## config.mk

```make
export PLATFORM = sky130hd
export DESIGN_NAME = stepper_axis
export DESIGN_NICKNAME = d
export VERILOG_FILES = /design/src/rtl/stepper_axis.sv
export SDC_FILE = /design/constraint.sdc
export NUM_CORES = 1
export LEC_CHECK = 0
export BUFFER_PORTS_ARGS = -buffer_cell sky130_fd_sc_hd__buf_2
export CAP_MARGIN = 20
export CORE_AREA = 2 2 178 180
export DETAILED_ROUTE_END_ITERATION = 10
export DIE_AREA = 0 0 180 182
export PLACE_DENSITY_LB_ADDON = 0.05
export REMOVE_ABC_BUFFERS = 1
export SLEW_MARGIN = 10
export SYNTH_ARGS = -nofsm -noshare
export SYNTH_HDL_FRONTEND = slang
export SYNTH_SLANG_ARGS = --single-unit
export TNS_END_PERCENT = 5
```

## constraint.sdc

```tcl
create_clock -name clk -period 6.8 [get_ports clk]
set_input_delay 1.36 -clock clk [delete_from_list [all_inputs] [get_ports clk]]
set_output_delay 1.36 -clock clk [all_outputs]
set_load 0.02 [all_outputs]
```

## src/rtl/stepper_axis.sv

```systemverilog
// stepper_axis: single-axis stepper motor controller.
// Accepts a step-count command, drives a 4-coil phase pattern in full- or
// half-step mode with a trapezoidal speed ramp, supports pause and abort,
// and tracks absolute position.
// Optional feature macro: STEPPER_IDLE_RELEASE_EN (de-energise coils in IDLE).
//
// Handshake: a command transfers on a rising clk edge where cmd_valid=1 and
// cmd_ready=1. cmd_ready is high only in IDLE. Offers made while cmd_ready=0
// are ignored, and the command source may hold or drop cmd_valid freely.
module stepper_axis #(
  parameter int PERIOD_MAX = 5_000_000,
  parameter int PERIOD_MIN = 500_000,
  parameter int RAMP_STEP  = 50_000,
  parameter int POS_W      = 16
) (
  input  logic             clk,
  input  logic             rst_n,
  input  logic             cmd_valid,
  output logic             cmd_ready,
  input  logic [POS_W-1:0] cmd_steps,
  input  logic             cmd_dir,
  input  logic             half_step,
  input  logic             pause_i,
  input  logic             abort_i,
  output logic [3:0]       coil_o,
  output logic             busy_o,
  output logic             done_o,
  output logic             aborted_o,
  output logic [POS_W:0]   pos_o,
  output logic [POS_W-1:0] remaining_o
);

  // Period and tick counters must hold PERIOD_MAX; ramp arithmetic uses one
  // extra bit so that adding or subtracting RAMP_STEP cannot wrap.
  localparam int PW = $clog2(PERIOD_MAX + 1);
  localparam logic [PW:0] P_MAX_W = (PW+1)'(PERIOD_MAX);
  localparam logic [PW:0] P_MIN_W = (PW+1)'(PERIOD_MIN);
  localparam logic [PW:0] RAMP_W  = (PW+1)'(RAMP_STEP);

  typedef enum logic [1:0] {IDLE, RUN, PAUSED, FINISH} state_t;

  state_t           state_q, state_d;
  logic             dir_q, dir_d;
  logic             half_q, half_d;
  logic [POS_W-1:0] rem_q, rem_d;
  logic [POS_W-1:0] ramp_q, ramp_d;
  logic [PW-1:0]    p_q, p_d;
  logic [PW-1:0]    tick_q, tick_d;
  logic [2:0]       idx_q, idx_d;
  logic [POS_W:0]   pos_q, pos_d;
  logic [3:0]       coil_q, coil_d;
  logic             aborted_q, aborted_d;
  logic [2:0]       inc;
  logic [PW:0]      sum_w;
  logic [PW:0]      diff_w;

  // Coil pattern for each phase index; odd entries drive two coils.
  function automatic logic [3:0] phase(input logic [2:0] i);
    logic [3:0] c;
    case (i)
      3'd0:    c = 4'b1000;
      3'd1:    c = 4'b1100;
      3'd2:    c = 4'b0100;
      3'd3:    c = 4'b0110;
      3'd4:    c = 4'b0010;
      3'd5:    c = 4'b0011;
      3'd6:    c = 4'b0001;
      default: c = 4'b1001;
    endcase
    return c;
  endfunction

  // State and datapath registers; reset loses position and de-energises coils.
  always_ff @(posedge clk or negedge rst_n) begin
    if (!rst_n) begin
      state_q   <= IDLE;
      dir_q     <= 1'b0;
      half_q    <= 1'b0;
      rem_q     <= '0;
      ramp_q    <= '0;
      p_q       <= '0;
      tick_q    <= '0;
      idx_q     <= '0;
      pos_q     <= '0;
      coil_q    <= '0;
      aborted_q <= 1'b0;
    end else begin
      state_q   <= state_d;
      dir_q     <= dir_d;
      half_q    <= half_d;
      rem_q     <= rem_d;
      ramp_q    <= ramp_d;
      p_q       <= p_d;
      tick_q    <= tick_d;
      idx_q     <= idx_d;
      pos_q     <= pos_d;
      coil_q    <= coil_d;
      aborted_q <= aborted_d;
    end
  end

  // Next-state logic: command acceptance, step timing, ramp and abort/pause.
  always_comb begin
    state_d   = state_q;
    dir_d     = dir_q;
    half_d    = half_q;
    rem_d     = rem_q;
    ramp_d    = ramp_q;
    p_d       = p_q;
    tick_d    = tick_q;
    idx_d     = idx_q;
    pos_d     = pos_q;
    coil_d    = coil_q;
    aborted_d = aborted_q;
    inc       = half_q ? 3'd1 : 3'd2;
    sum_w     = {1'b0, p_q} + RAMP_W;
    diff_w    = {1'b0, p_q} - RAMP_W;

    case (state_q)
      IDLE: begin
        if (cmd_valid) begin
          dir_d     = cmd_dir;
          half_d    = half_step;
          rem_d     = cmd_steps;
          p_d       = P_MAX_W[PW-1:0];
          ramp_d    = '0;
          tick_d    = '0;
          aborted_d = 1'b0;
          if (cmd_steps == '0) begin
            // Nothing to move: leave the phase and coils untouched.
            state_d = FINISH;
          end else begin
            // Full-step only uses the two-coil (odd) entries.
            idx_d   = half_step ? idx_q : (idx_q | 3'd1);
            coil_d  = phase(idx_d);
            state_d = RUN;
          end
        end
      end

      RUN, PAUSED: begin
        if (abort_i) begin
          // Abort wins over pause and over a step due this cycle.
          state_d   = FINISH;
          aborted_d = 1'b1;
        end else if (pause_i) begin
          // Everything freezes, including the partial tick.
          state_d = PAUSED;
        end else begin
          state_d = RUN;
          if (tick_q == p_q - PW'(1)) begin
            tick_d = '0;
            idx_d  = dir_q ? (idx_q + inc) : (idx_q - inc);
            pos_d  = dir_q ? (pos_q + (POS_W+1)'(1)) : (pos_q - (POS_W+1)'(1));
            rem_d  = rem_q - POS_W'(1);
            coil_d = phase(idx_d);
            if (rem_d <= ramp_q) begin
              // Close enough to the end: slow down by one ramp increment.
              p_d = (sum_w > P_MAX_W) ? P_MAX_W[PW-1:0] : sum_w[PW-1:0];
              if (ramp_q != '0) ramp_d = ramp_q - POS_W'(1);
            end else if ({1'b0, p_q} > P_MIN_W) begin
              // Still accelerating toward cruise speed.
              p_d = (({1'b0, p_q} < RAMP_W) || (diff_w < P_MIN_W)) ?
                    P_MIN_W[PW-1:0] : diff_w[PW-1:0];
              ramp_d = ramp_q + POS_W'(1);
            end
            if (rem_d == '0) state_d = FINISH;
          end else begin
            tick_d = tick_q + PW'(1);
          end
        end
      end

      FINISH: state_d = IDLE;

      default: state_d = IDLE;
    endcase

`ifdef STEPPER_IDLE_RELEASE_EN
    // Coils released whenever idle; idx is kept for the next move.
    if (state_d == IDLE) coil_d = 4'b0000;
`endif
  end

  assign cmd_ready   = (state_q == IDLE);
  assign busy_o      = (state_q != IDLE);
  assign done_o      = (state_q == FINISH);
  assign coil_o      = coil_q;
  assign aborted_o   = aborted_q;
  assign pos_o       = pos_q;
  assign remaining_o = rem_q;

endmodule

```

# ---- Yosys cells after proc, flatten, opt, wreduce, memory -nomap -nowiden
# Index checks and enable logic that the tools add are counted.
dict set report word_totals {
  ff_bits 107
  input_bits 23
  output_inout_bits 41
  wordCells 126
}
dict set report op_classes {
  reduce_logical 18
  bitwise 2
  addsub 11
  order_cmp 5
  n_eq_ne 24
  n_mux 55
}
# cell n
set op_table {}
lappend op_table {{2-to-1 mux 23 bit} 12}
lappend op_table {{2-to-1 mux 16 bit} 11}
lappend op_table {{one-hot mux 23 bit (2 select lines)} 2}
lappend op_table {{one-hot mux 16 bit (2 select lines)} 2}
lappend op_table {{one-hot mux 4 bit (7 select lines)} 2}
lappend op_table {{zero test 16 bit} 2}
lappend op_table {{subtractor 16 x 1 -> 16 bit, second input constant} 2}
lappend op_table {{adder 23 x 16 -> 24 bit, second input constant} 1}
lappend op_table {{greater-than comparator 24 x 23 -> 1 bit, second input constant} 1}
lappend op_table {{< comparator 24 x 19 -> 1 bit, second input constant} 1}
lappend op_table {{subtractor 23 x 16 -> 24 bit, second input constant} 1}
lappend op_table {{adder 23 x 1 -> 23 bit, second input constant} 1}
lappend op_table {{== test 23 bit} 1}
lappend op_table {{greater-than comparator 23 x 19 -> 1 bit, second input constant} 1}
lappend op_table {{< comparator 23 x 16 -> 1 bit, second input constant} 1}
lappend op_table {{subtractor 23 x 1 -> 23 bit, second input constant} 1}
lappend op_table {{2-to-1 mux 4 bit} 5}
lappend op_table {{== test 3 bit, second input constant} 6}
lappend op_table {{2-to-1 mux 3 bit} 6}
lappend op_table {{adder 17 x 1 -> 17 bit, second input constant} 1}
lappend op_table {{2-to-1 mux 17 bit} 1}
lappend op_table {{subtractor 17 x 1 -> 17 bit, second input constant} 1}
lappend op_table {{adder 16 x 1 -> 16 bit, second input constant} 1}
lappend op_table {{<= comparator 16 bit} 1}
lappend op_table {{27 further kinds} 51}

# ---- Longest topological paths before layout
dict set report logic_depth {
  ltp_word 10
  depth_mapped 26
  depth_no_buf 24
}

# ---- Least setup slack after synthesis
# No wires, ideal clock.
dict set report synth_path {
  path_kind {register -> register}
  start {reg rem_q[4] (netlist: remaining_o[4])}
  end {reg ramp_q[15]}
  t_required_ns 6.731
  synth_period_minus_slack_ns 6.124
  setup_time_ns 0.069
  n_path_buf 2
  slack_ns 0.676
  arrival_ns 6.055
  path_stages_with_launch 27
  cell_sequence {dfrtp_1 -> nor3_1 -> nand3_1 -> nor3_1 -> nand2_1 -> nor3_1 -> xnor2_1 -> inv_1 -> ha_1 -> a21oi_1 -> o21ai_0 -> a221oi_1 -> a21oi_1 -> clkbuf_1 -> inv_1 -> clkbuf_1 -> ha_1 -> a21o_1 -> a211oi_1 -> o21ai_0 -> a41oi_1 -> o21ai_0 -> a31o_2 -> a21oi_1 -> xnor2_1 -> or4_1 -> nand3_1}
}
dict set report synth_via {
  elab_chain_len 7
}
# element line
set synth_rtl {}
lappend synth_rtl {{start, declared} 45} ;# logic [POS_W-1:0] rem_q, rem_d;
lappend synth_rtl {{start signal, assigned} 91} ;# rem_q <= rem_d;
lappend synth_rtl {{subtractor 16 x 1 -> 16 bit (*)} 155} ;# rem_d = rem_q - POS_W'(1);
lappend synth_rtl {{<= comparator 16 bit (*)} 157} ;# if (rem_d <= ramp_q) begin
lappend synth_rtl {{2-to-1 mux 16 bit} 157}
lappend synth_rtl {{2-to-1 mux 16 bit} 151} ;# if (tick_q == p_q - PW'(1)) begin
lappend synth_rtl {{2-to-1 mux 16 bit} 146} ;# end else if (pause_i) begin
lappend synth_rtl {{2-to-1 mux 16 bit} 142} ;# if (abort_i) begin
lappend synth_rtl {{one-hot mux 16 bit (2 select lines)} 119} ;# case (state_q)
lappend synth_rtl {{end signal, assigned} 92} ;# ramp_q <= ramp_d;
lappend synth_rtl {{end, declared} 46} ;# logic [POS_W-1:0] ramp_q, ramp_d;
# Mark *: on every way between the ends. The rest lies on a longest branch, timed or not. The select of a mux whose other input is x is not followed.
# A chain may end at the register's enable or synchronous reset.

# ---- Worst setup path after layout
# Same ends and word-level chain as after synthesis.

==> results_dict.tcl <==
set metrics [dict create \
    antenna_found_initial 0 \
    yosys_most_used_dff "dfrtp_1" \
    hold_ws_ns 0.4774 \
    portBuffers 63 \
    status "finished, final reports clean" \
    cts_resized 0 \
    end_kind "flop" \
    hold_viol_final 0 \
    gp_congestion 0.8076 \
    fmax_mhz 168.6 \
    vias 8292 \
    rr_worst_depth 24 \
    grt_first_pass_wirelength_um 46850 \
    timing.final.ws_setup_ns 0.8693 \
    drc 0 \
    ys_seq_area_share_pct 28.35 \
    post-cts-setup-buffers 0 \
    path_class "reg -> reg" \
    final_nets 1251 \
    period_needed_ns 5.931 \
    num_rows 65 \
    vdd_ir_drop_max_v 0.0001670 \
    gr-total-overflow 0 \
    finalClockSkew_ns 0.01388 \
    slew_viol_final 0 \
    path_max_fanout 13 \
    grt_pass1_vias 8373 \
    routed_wl_um 28670 \
    die_h_um 182 \
    ant_nets 0 \
    cap_violations 0 \
    synth_edf_count 0 \
    first_iter_violations 515 \
    register_area_sq_um 2577 \
    post-place-ws_ns 0.8570 \
    cts.path.max_buffers 2 \
    num-fill-cells 3283 \
    syn-cell-area_sq_um 9091 \
    critPathArrivalTime_ns 6.24 \
    fin_crit_sh_pct 87.22 \
    worst_setup_path_start_kind "flop" \
    numCtsBuffers 9 \
    hold_buffers 0 \
    powerDensity_nw_per_um2 539.7 \
    synth-async-reset-ratio_pct 100.0 \
    grt_usage_pct 17.80 \
    max-slew-margin-rel_pct 33.94 \
    yosysWarnings 0 \
    h-tree-depth 3 \
    die_area_sq_um 32760 \
    hold_depth 1 \
    setup_viol 0 \
    vias_per_cell 5.271 \
    synth_cell_types 83 \
    ios 64 \
    clk_pin_slew_ns 0.09 \
    tns_ns 0 \
    required_ns 7.11 \
    clockRootBuffer "clkbuf_16" \
    wl_per_cell_um 18.22 \
    syn_to_final_growth_pct 10.46 \
    core_sq_um 30990 \
    clock_latency_ns 0.37 \
    finalPower_mw 5.419 \
    cts_tree "done" \
    synth-seq-cells 103 \
    rsz0062_at_grt "no" \
    dr.pass1.iters 5 \
    most-common-layout-cells "131 x nand2_1, 103 x dfrtp_1, 84 x nor2_1" \
    dpl.hpwl_um 21350 \
    synthCells 1143 \
    syn_area_per_cell_sq_um 7.954 \
    drive_above_1_share_pct 10.76 \
    grt_max_degree 54 \
    fp.dieW_um 180 \
    antenna_cells 0 \
    multiInputGateArea_sq_um 5977 \
    p_leak_nw 4.321 \
    start_util_pct 29.34 \
    final_common_cell "nand2_1" \
    clock-sinks 103 \
    hp-class "reg -> reg" \
    worstMarginPinSlew_ns 0.9873 \
]
final cells by class:
type | count | area share (%)
clock buffer | 10 | 2.380
multi-input combinational | 916 | 59.52
timing repair buffer | 75 | 4.137
tap | 402 | 5.009
clock inverter | 6 | 1.009
sequential | 103 | 25.67
inverter | 61 | 2.280
final timing paths:
check	startpoint	endpoint	slack [ns]
min	pos_o[16]	pos_o[16]	0.48
min in group asynchronous	rst_n	ramp_q[9]	1.04
min reg2reg	pos_o[16]	pos_o[16]	0.48
max in group asynchronous	rst_n	tick_q[3]	4.54
max	remaining_o[4]	ramp_q[15]	0.87
max reg2reg	remaining_o[4]	ramp_q[15]	0.87
worst max-delay path, cell delays in order (launching register included):
cell,delay [ns]
dfrtp_1,0.42
nor3_1,0.30
nand3_1,0.16
nor3_1,0.36
nand2_1,0.20
nor3_1,0.21
xnor2_1,0.19
inv_1,0.07
ha_1,0.31
a21oi_1,0.13
o21ai_0,0.10
a221oi_1,0.33
a21oi_1,0.13
inv_1,0.31
buf_4,0.28
ha_1,0.29
a211oi_1,0.25
o21ai_0,0.18
a41oi_1,0.38
o21ai_0,0.17
a31o_2,0.25
a21oi_1,0.17
xnor2_1,0.10
or4_1,0.46
nand3_1,0.07
synthesized netlist by cell type, types with 4 or more instances:
library cell,instances,area (sq um)
or3_1,10,62.56
inv_1,60,225.2
xor2_1,41,359.1
o31a_1,4,35.03
nor3b_1,4,30.03
nor2_1,84,315.3
dfrtp_1,103,2577
o31ai_1,23,172.7
and3_1,14,87.58
nor4_1,15,93.84
buf_2,13,65.06
o21ai_0,82,410.4
a31oi_1,12,75.07
nand4_1,17,106.4
nand2b_1,11,68.82
a2111oi_0,6,52.55
nand3_1,49,245.2
a21oi_1,72,360.4
or2_2,5,31.28
o22ai_1,8,50.05
o41ai_1,4,35.03
mux2i_1,7,70.07
or4_1,6,45.04
xnor2_1,56,490.5
mux2_2,13,146.4
buf_4,6,45.04
o211ai_1,8,60.06
buf_6,5,56.30
nor3_1,42,210.2
o32ai_1,4,35.03
ha_1,59,738.2
nand2_1,131,491.7
a21o_1,16,120.1
and2_1,12,75.07
o21a_1,6,45.04
a211oi_1,6,45.04
clkbuf_1,37,138.9
nor2b_1,13,81.33
metal layers:
layer  vias to the layer above  track usage (%)  wire length, um
li1                       4166                -                -
met1                      3987            24.65            14110
met2                       123            29.49            13470
met3                        16            2.487              836
met4                         0            3.805              258
met5                         -                0                0
metrics by stage:
| stage | instance area (sq um) | utilization [%] | std cells |
|---|---|---|---|
| final | 10040 | 32.41 | 1573 |
| after CTS | 10030 | 32.36 | 1572 |
| after floorplan | 8778 | - | 1080 |
| after detailed placement | 9687 | 31.26 | 1556 |
| after global placement | 9687 | 31.26 | 1556 |
| after global routing | 10040 | 32.41 | 1573 |
logic make-up after synthesis:
logic type / Yosys count / synth area share [%]
buffers and inverters: 124 / 5.959
AND/OR/NAND/NOR: 436 / 23.86
adder cells (fa/ha/maj): 62 / 8.781
flip-flops: 103 / 28.35
XOR/XNOR: 97 / 9.345
AO/OA/AOI/OAI: 301 / 21.32
multiplexers: 20 / 2.381
state kept, by name, summed over array words and instances, names as in the netlist:
signal       count
tick_q          23
p_q             19
pos_o           17
ramp_q          16
remaining_o     16
coil_o           4
idx_q            3
state_q          2
aborted_o        1
dir_q            1
half_q           1
where the power goes:
group / total (mW) / internal, mW / switching (mW)
Clock: 0.620 / 0.340 / 0.281
Combinational: 3.65 / 1.41 / 2.23
Sequential: 1.15 / 0.797 / 0.356
Power figures use the tool's default switching activity.
